## src/rtl/fifo_stream_reader.sv

```systemverilog
`default_nettype none
//==============================================================================
// Module      : fifo_stream_reader
// Description : Drains a programmed number of words from a show-ahead FIFO,
//               optionally decimated, into a framed valid/ready stream.
// Revision    : 1.0 - initial release
//==============================================================================
module fifo_stream_reader #(
    parameter int DWIDTH   = 8,
    parameter int AWIDTH   = 4,
    parameter int LENWIDTH = 8
) (
    input  logic                clk_i,
    input  logic                srst_n_i,
    input  logic                start_i,
    input  logic [LENWIDTH-1:0] pkt_len_i,
    input  logic [AWIDTH-1:0]   skip_i,
    output logic                busy_o,
    output logic                done_o,
    input  logic                fifo_empty_i,
    input  logic [DWIDTH-1:0]   fifo_rddata_i,
    output logic                fifo_rd_o,
    output logic [AWIDTH-1:0]   fifo_shift_o,
    output logic [DWIDTH-1:0]   data_o,
    output logic                valid_o,
    output logic                sop_o,
    output logic                eop_o,
    input  logic                ready_i
);

    typedef enum logic [1:0] {
        ST_IDLE  = 2'd0,
        ST_RUN   = 2'd1,
        ST_DRAIN = 2'd2
    } state_t;

    state_t              r_state;
    logic [LENWIDTH-1:0] r_remaining;
    logic [AWIDTH-1:0]   r_skip;
    logic                r_first;
    logic                r_done;

    logic [DWIDTH-1:0]   r_buf_data [2];
    logic [1:0]          r_buf_sop;
    logic [1:0]          r_buf_eop;
    logic                r_wr_ptr;
    logic                r_rd_ptr;
    logic [1:0]          r_count;

    logic                w_push;
    logic                w_pop;

    // Pops depend only on buffer space, never on ready_i, so FIFO read timing
    // is decoupled from downstream back-pressure.
    assign w_push = (r_state == ST_RUN) && !fifo_empty_i &&
                    (r_remaining != '0) && (r_count != 2'd2);
    assign w_pop  = (r_count != 2'd0) && ready_i;

    assign fifo_rd_o    = w_push;
    assign fifo_shift_o = r_skip;
    assign busy_o       = (r_state != ST_IDLE);
    assign done_o       = r_done;
    assign valid_o      = (r_count != 2'd0);
    assign data_o       = r_buf_data[r_rd_ptr];
    assign sop_o        = r_buf_sop[r_rd_ptr];
    assign eop_o        = r_buf_eop[r_rd_ptr];

    always_ff @(posedge clk_i) begin
        if (!srst_n_i) begin
            r_state     <= ST_IDLE;
            r_remaining <= '0;
            r_skip      <= AWIDTH'(1);
            r_first     <= 1'b0;
            r_done      <= 1'b0;
            for (int i = 0; i < 2; i++) begin
                r_buf_data[i] <= '0;
            end
            r_buf_sop   <= '0;
            r_buf_eop   <= '0;
            r_wr_ptr    <= 1'b0;
            r_rd_ptr    <= 1'b0;
            r_count     <= 2'd0;
        end else begin
            r_done <= 1'b0;

            if (w_push) begin
                r_buf_data[r_wr_ptr] <= fifo_rddata_i;
                r_buf_sop[r_wr_ptr]  <= r_first;
                r_buf_eop[r_wr_ptr]  <= (r_remaining == LENWIDTH'(1));
                r_wr_ptr             <= ~r_wr_ptr;
                r_remaining          <= r_remaining - LENWIDTH'(1);
                r_first              <= 1'b0;
            end

            if (w_pop) begin
                r_rd_ptr <= ~r_rd_ptr;
            end

            case ({w_push, w_pop})
                2'b10:   r_count <= r_count + 2'd1;
                2'b01:   r_count <= r_count - 2'd1;
                default: r_count <= r_count;
            endcase

            case (r_state)
                ST_IDLE: begin
                    if (start_i) begin
                        r_remaining <= pkt_len_i;
                        r_skip      <= (skip_i == '0) ? AWIDTH'(1) : skip_i;
                        r_first     <= 1'b1;
                        r_state     <= (pkt_len_i == '0) ? ST_DRAIN : ST_RUN;
                    end
                end
                ST_RUN: begin
                    if (w_push && (r_remaining == LENWIDTH'(1))) begin
                        r_state <= ST_DRAIN;
                    end
                end
                ST_DRAIN: begin
                    if (r_count == 2'd0) begin
                        r_state <= ST_IDLE;
                        r_done  <= 1'b1;
                    end
                end
                default: r_state <= ST_IDLE;
            endcase
        end
    end

endmodule
`default_nettype wire

```

## config.mk

```make
export PLATFORM = sky130hd
export DESIGN_NAME = fifo_stream_reader
export DESIGN_NICKNAME = d
export VERILOG_FILES = /design/src/rtl/fifo_stream_reader.sv
export SDC_FILE = /design/constraint.sdc
export NUM_CORES = 1
export LEC_CHECK = 0
export CAP_MARGIN = 10
export CORE_MARGIN = 5
export CORE_UTILIZATION = 40
export DETAILED_ROUTE_END_ITERATION = 7
export GPL_TIMING_DRIVEN = 1
export HOLD_SLACK_MARGIN = 0.02
export PLACE_DENSITY = 0.65
export SYNTH_ARGS = -nofsm -noshare
export SYNTH_HDL_FRONTEND = slang
export SYNTH_SLANG_ARGS = --single-unit
```

## constraint.sdc

```tcl
create_clock -name clk_i -period 3 [get_ports clk_i]
set_input_delay 0.9 -clock clk_i [delete_from_list [all_inputs] [get_ports clk_i]]
set_output_delay 0.9 -clock clk_i [all_outputs]
set_load 0.01 [all_outputs]
```

[Word-level counts from Yosys, hierarchy flattened]
Memory sizes are Yosys's and may differ from the RTL's. A register that Yosys moved wholly into a read port is not among the register bits.
Cells that the tools add are included.
Widths: inputs -> output; s select.
Storage, ports and cells
  register bits after elaboration: 24
  memory bits (writable): 16
  bits of input ports: 25
  output and inout port bits: 18
  logic and storage cells: 78
  memories: 1
Memories
  r_buf_data: words 2, bits a word 8, read ports 1, clocked after Yosys merged registers in 1, wr ports 2, RTL line 43  | logic [DWIDTH-1:0] r_buf_data [2];
Operators by class
  $add $sub $neg: 3
  $lt $le $gt $ge: 3
  equal/unequal tests: 9
  muxes and demuxes: 31
  bitwise gates (word level): 2
  reductions and logical operators: 19
Operator list (count)
  $mux 8: 4
  $mux 1: 17
  $eq 8x1->1 const B: 1
  $logic_not 8->1: 1
  $mux 2: 4
  $reduce_bool 8->1: 1
  $reduce_or 8->1: 1
  $sub 8x1->8 const B: 1
  $logic_and 1x1->1: 6
  $ne 2x2->1 const B: 3
  $pmux 2 s3: 1
  $reduce_bool 2->1: 3
  $bwmux 2: 2
  $eq 2x1->1 const B: 2
  $eq 2x2->1 const B: 2
  $logic_not 2->1: 2
  $logic_not 4->1: 1
  $lt 1x2->1 const B: 2
  $mux 4: 1
  $pmux 2 s2: 1
  $reduce_and 2->1: 2
  $reduce_and 3->1: 1
  $add 2x1->2 const B: 1
  $ne 2x1->1 const B: 1
  other kinds (5): 6

[Logic depth before layout (Yosys ltp)]
Gate-level depths: netlist (run 1).
  depth in word-level cells: 9
  gate-level depth with buffers: 8
  gate-level depth less buffers: 8

[Least setup slack after synthesis (run 1)]
No wires, ideal clock.
  path type: input to register
  start: input port fifo_empty_i
  end: memory r_buf_data[0][0] (enable)
  library setup time: 0.384 ns
  data arrival time: 2.100 ns
  data required time: 2.616 ns
  path slack: 0.516 ns
  stages: 4
  path buffers: 0
  path through: nor3b_4 > and2_1 > nand2_1 > o21ai_0
RTL lines
  from (decl): RTL line 20  | input logic fifo_empty_i,
  to (decl): RTL line 43

[Worst setup path in the final report (run 1)]
  start: input port fifo_empty_i
  end: output port fifo_rd_o
On the way
  cells in the longest elaborated chain, start to end: 4
RTL lines
  $logic_not 1->1: RTL line 55  | assign w_push = (r_state == ST_RUN) && !fifo_empty_i &&
  $logic_and 1x1->1 (2 in a row): RTL line 55
  $logic_and 1x1->1: RTL line 56  | (r_remaining != '0) && (r_count != 2'd2);
  to (decl): RTL line 22  | output logic fifo_rd_o,
No other way between the ends.

==> out/qor.txt, run 1 <==
First-pass DRT Iterations - 4
antenna cells - 0
Post-synth ARST share - 0%
Mapped Nets - 221
register-to-register setup slack - 0.86 ns
Final Max Tran Viols - 0
initial antenna violation count - 0
CTS H-Tree Depth - 2
Tmin final - 2.838 ns
hold violation count in the final report - 0
Max Root-Sink Buffers - 2
endpoint class of the critical path - output port
fin crit share - 94.61%
multi-input logic area - 942.2 um2
CTS sink count - 41
WL final - 4.320 mm
CTS Hold Bufs - 0
Worst slew margin - 57.85%
Final Skew - 0.005689 ns
CTS tree - yes
Synth Flop Type - dfxtp_1
CP Cell Sequence - clkdlybuf4s50_1 -> nor3b_4 -> and2_4 -> nand2_1 -> inv_1 -> clkbuf_2
HP Class - flop to flop
via density per instance - 5.090
Crit Reg-Reg Startpoint - r_remaining[2]$_SDFF_PN0_
# rows - 25
Slowest-stage cell, CP - clkdlybuf4s50_1
worst hold margin - 0.4607 ns
first-pass GRT wire length - 7.031 mm
setup bufs post-CTS - 0
worst setup path end - fifo_rd_o
maximum vdd ir drop - 0.4246 mV
register area share after synthesis - 49.59%
run status - complete, no violations
R2R cell count - 8
worst skew pair latency - 0.30 ns
DP HPWL - 3.204 mm
top area cells in the synthesized netlist - dfxtp_1 (25%), edfxtp_1 (24%), and2_1 (6.6%)
die height - 80.33 um
Final Power - 1.556 mW
crit-path leading delay family - buffers and inverters
GRT Util Overall - 14.05%
Int Power - 1.110 mW
worst r2r dst - r_count[1]$_SDFFE_PN0P_
WP depth - 6
Seq pwr share - 44.2%
slowest stage delay, CP - 0.45 ns
Synth warnings - 0
IO Count - 43
# DRC - 0
Iter 0 DRT Violations - 69
LEAKAGE - 0.9971 nW
Clock power frac - 29.2%
CTS buffer count - 5
wire per inst - 13.89 um
Yosys top cell area share - 25.30%
Psw - 0.4460 mW
combinational group share of total power - 26.5%
fmax - 352.3 MHz
cell taking the most area after synthesis - dfxtp_1
Power per Cell Area - 593.2 nW/um2
most common cell in the netlist - dfxtp_1
final setup violation count - 0
full die area - 6452 um2
Setup TNS - 0 ns
global placer's final weighted congestion - 0.7415
CP max FO - 2
worst slew pin tran - 0.6307 ns
root buf cell - clkbuf_8
Storage cell area - 980.9 um2
Netlist cell types - 39
P&R area growth vs syn - 32.64%
Worst Setup SP - fifo_empty_i
Setup CP Type - input port to output port
Post-Syn Instances - 193
Data required, critical path - 2.10 ns
PortBufs - 42
RSZ-0062 raised after global routing - no
Finished Core Util - 55.18%
largest net degree at the start of global routing - 22
Overflow after GRT - 0
Avg Inst Size Synth - 10.25 um2
Die Wd - 80.33 um
layout cells sized above 1 - 13.93%
Worst Path Buf+Inv - 3
vias in the first global route - 1,535
Filler Cells Inserted - 438
top post-synthesis cells by count - dfxtp_1 (25), and2_1 (21), nand2_1 (19)
number of flops mapped to enable cells by yosys - 16
Clock transition at path regs - 0.08 ns
Mapped Area - 1978 um2
Setup crit start kind - input port
Critical Path AT - 1.94 ns
#FFs+latches synth - 41
Routed Antenna Nets - 0
starting density of the core - 41.61%
vias - 1,583
Switching Share - 28.66%
fin nets - 271
Max-Cap Viols - 0
core area - 4755 um2
==> stage by stage <==
stage	setup WS (ns)	std cells	cell area [um2]
6_report	0.1618	311	2624
5_1_grt	0.08576	311	2624
2_1_floorplan	0.5155	193	1978
3_5_place_dp	-0.2572	303	2511
4_1_cts	0.01098	311	2625
3_3_place_gp	-0.2321	303	2511
==> cell type report <==
type	count	share of cell area [%]
Tap cell	67	3.195
Clock inverter	3	1.764
Clock buffer	5	2.623
Multi-Input combinational cell	139	35.91
Sequential cell	41	37.39
Timing Repair Buffer	51	18.41
Inverter	5	0.7153
==> layout by cell type, fill, tap and decap left out, drive strengths merged, types with 2 or more instances in the layout <==
master	n
a21boi	6
a21oi	2
a31oi	5
and2	21
and4	2
buf	9
clkbuf	6
clkdlybuf4s50	41
dfxtp	25
edfxtp	16
ha	3
inv	5
mux2	10
mux2i	7
nand2	20
nand3	5
nand3b	2
nand4	3
nor2	6
nor2b	3
nor3	5
nor4	3
o21ai	13
o31ai	3
or3	3
or4	3
xnor2	3
==> cell families after synthesis <==
kind of cell    after synthesis  share of synthesized area [%]
simple gates                 83                          24.54
buf+inv                      13                          2.909
flops                        41                          49.59
fa+ha+maj                     3                          1.898
mux                          17                          9.235
xor+xnor                      3                          1.329
compound gates               33                          10.50
==> tightest hold or removal path, delay by kind of cell (launching register included) <==
kind / cells / cell delay [ns]
flip-flops: 1 / 0.31
multiplexers: 1 / 0.05
AND/OR/NAND/NOR: 1 / 0.05
==> worst min path at each step <==
stage / start / slack, ns / cells after the start / to
5_1_grt: fifo_shift_o[1]$_SDFFE_PN0P_ / 0.49 / 2 / fifo_shift_o[1]$_SDFFE_PN0P_
3_5_place_dp: r_buf_sop[0]$_SDFFE_PN0P_ / 0.45 / 2 / r_buf_sop[0]$_SDFFE_PN0P_
2_1_floorplan: r_buf_eop[0]$_SDFFE_PN0P_ / 0.43 / 2 / r_buf_eop[0]$_SDFFE_PN0P_
6_report: r_buf_sop[0]$_SDFFE_PN0P_ / 0.46 / 2 / r_buf_sop[0]$_SDFFE_PN0P_
4_1_cts: r_buf_sop[0]$_SDFFE_PN0P_ / 0.46 / 2 / r_buf_sop[0]$_SDFFE_PN0P_
3_3_place_gp: r_buf_eop[0]$_SDFFE_PN0P_ / 0.45 / 2 / r_buf_eop[0]$_SDFFE_PN0P_
==> power by group through the flow <==
| stage | clock [mW] | sequential [mW] | combinational, mW |
|---|---|---|---|
| 2_1_floorplan | 0 | 0.681 | 0.255 |
| 3_3_place_gp | 0 | 0.701 | 0.411 |
| 3_5_place_dp | 0 | 0.702 | 0.414 |
| 4_1_cts | 0.465 | 0.690 | 0.416 |
| 5_1_grt | 0.487 | 0.697 | 0.452 |
| 6_report | 0.455 | 0.688 | 0.413 |
==> registers in the layout (all words and copies together) (netlist names), named ones only <==
name,flops
r_buf_sop,2
r_wr_ptr,1
fifo_shift_o,4
r_count,2
r_rd_ptr,1
r_state,2
r_remaining,8
r_buf_data,16
r_buf_eop,2
r_first,1
done_o,1
==> per-layer routing <==
metal | vias up | track usage, % | share of wire, %
met3 | 7 | 4.821 | 7.1
met5 | - | 0 | 0
met2 | 47 | 23.10 | 47
met4 | 0 | 5.068 | 1.4
li1 | 800 | - | -
met1 | 729 | 16.94 | 45
==> what timing repair did <==
action,in CTS,in global routing
endpoints found under the setup margin,1,1
gates resized for setup,1,3
endpoints found under the hold margin,0,0
(Power assumes the default switching activity.)
==> inputs of run 2 (changes only) <==
--- a/config.mk
+++ b/config.mk
@@ -8,6 +8,7 @@
 export CAP_MARGIN = 10
 export CORE_MARGIN = 5
 export CORE_UTILIZATION = 40
+export CTS_CLUSTER_SIZE = 24
 export DETAILED_ROUTE_END_ITERATION = 7
 export GPL_TIMING_DRIVEN = 1
 export HOLD_SLACK_MARGIN = 0.02
==> results of run 2 <==
Same layout as run 1: the final DEF is identical, and so are final timing and power.
==> inputs of run 3 (changes only) <==
--- a/config.mk
+++ b/config.mk
@@ -8,6 +8,7 @@
 export CAP_MARGIN = 10
 export CORE_MARGIN = 5
 export CORE_UTILIZATION = 40
+export CTS_CLUSTER_DIAMETER = 200
 export CTS_CLUSTER_SIZE = 24
 export DETAILED_ROUTE_END_ITERATION = 7
 export GPL_TIMING_DRIVEN = 1
==> results of run 3 <==
Same layout as run 1: the final DEF is identical, and so are final timing and power.
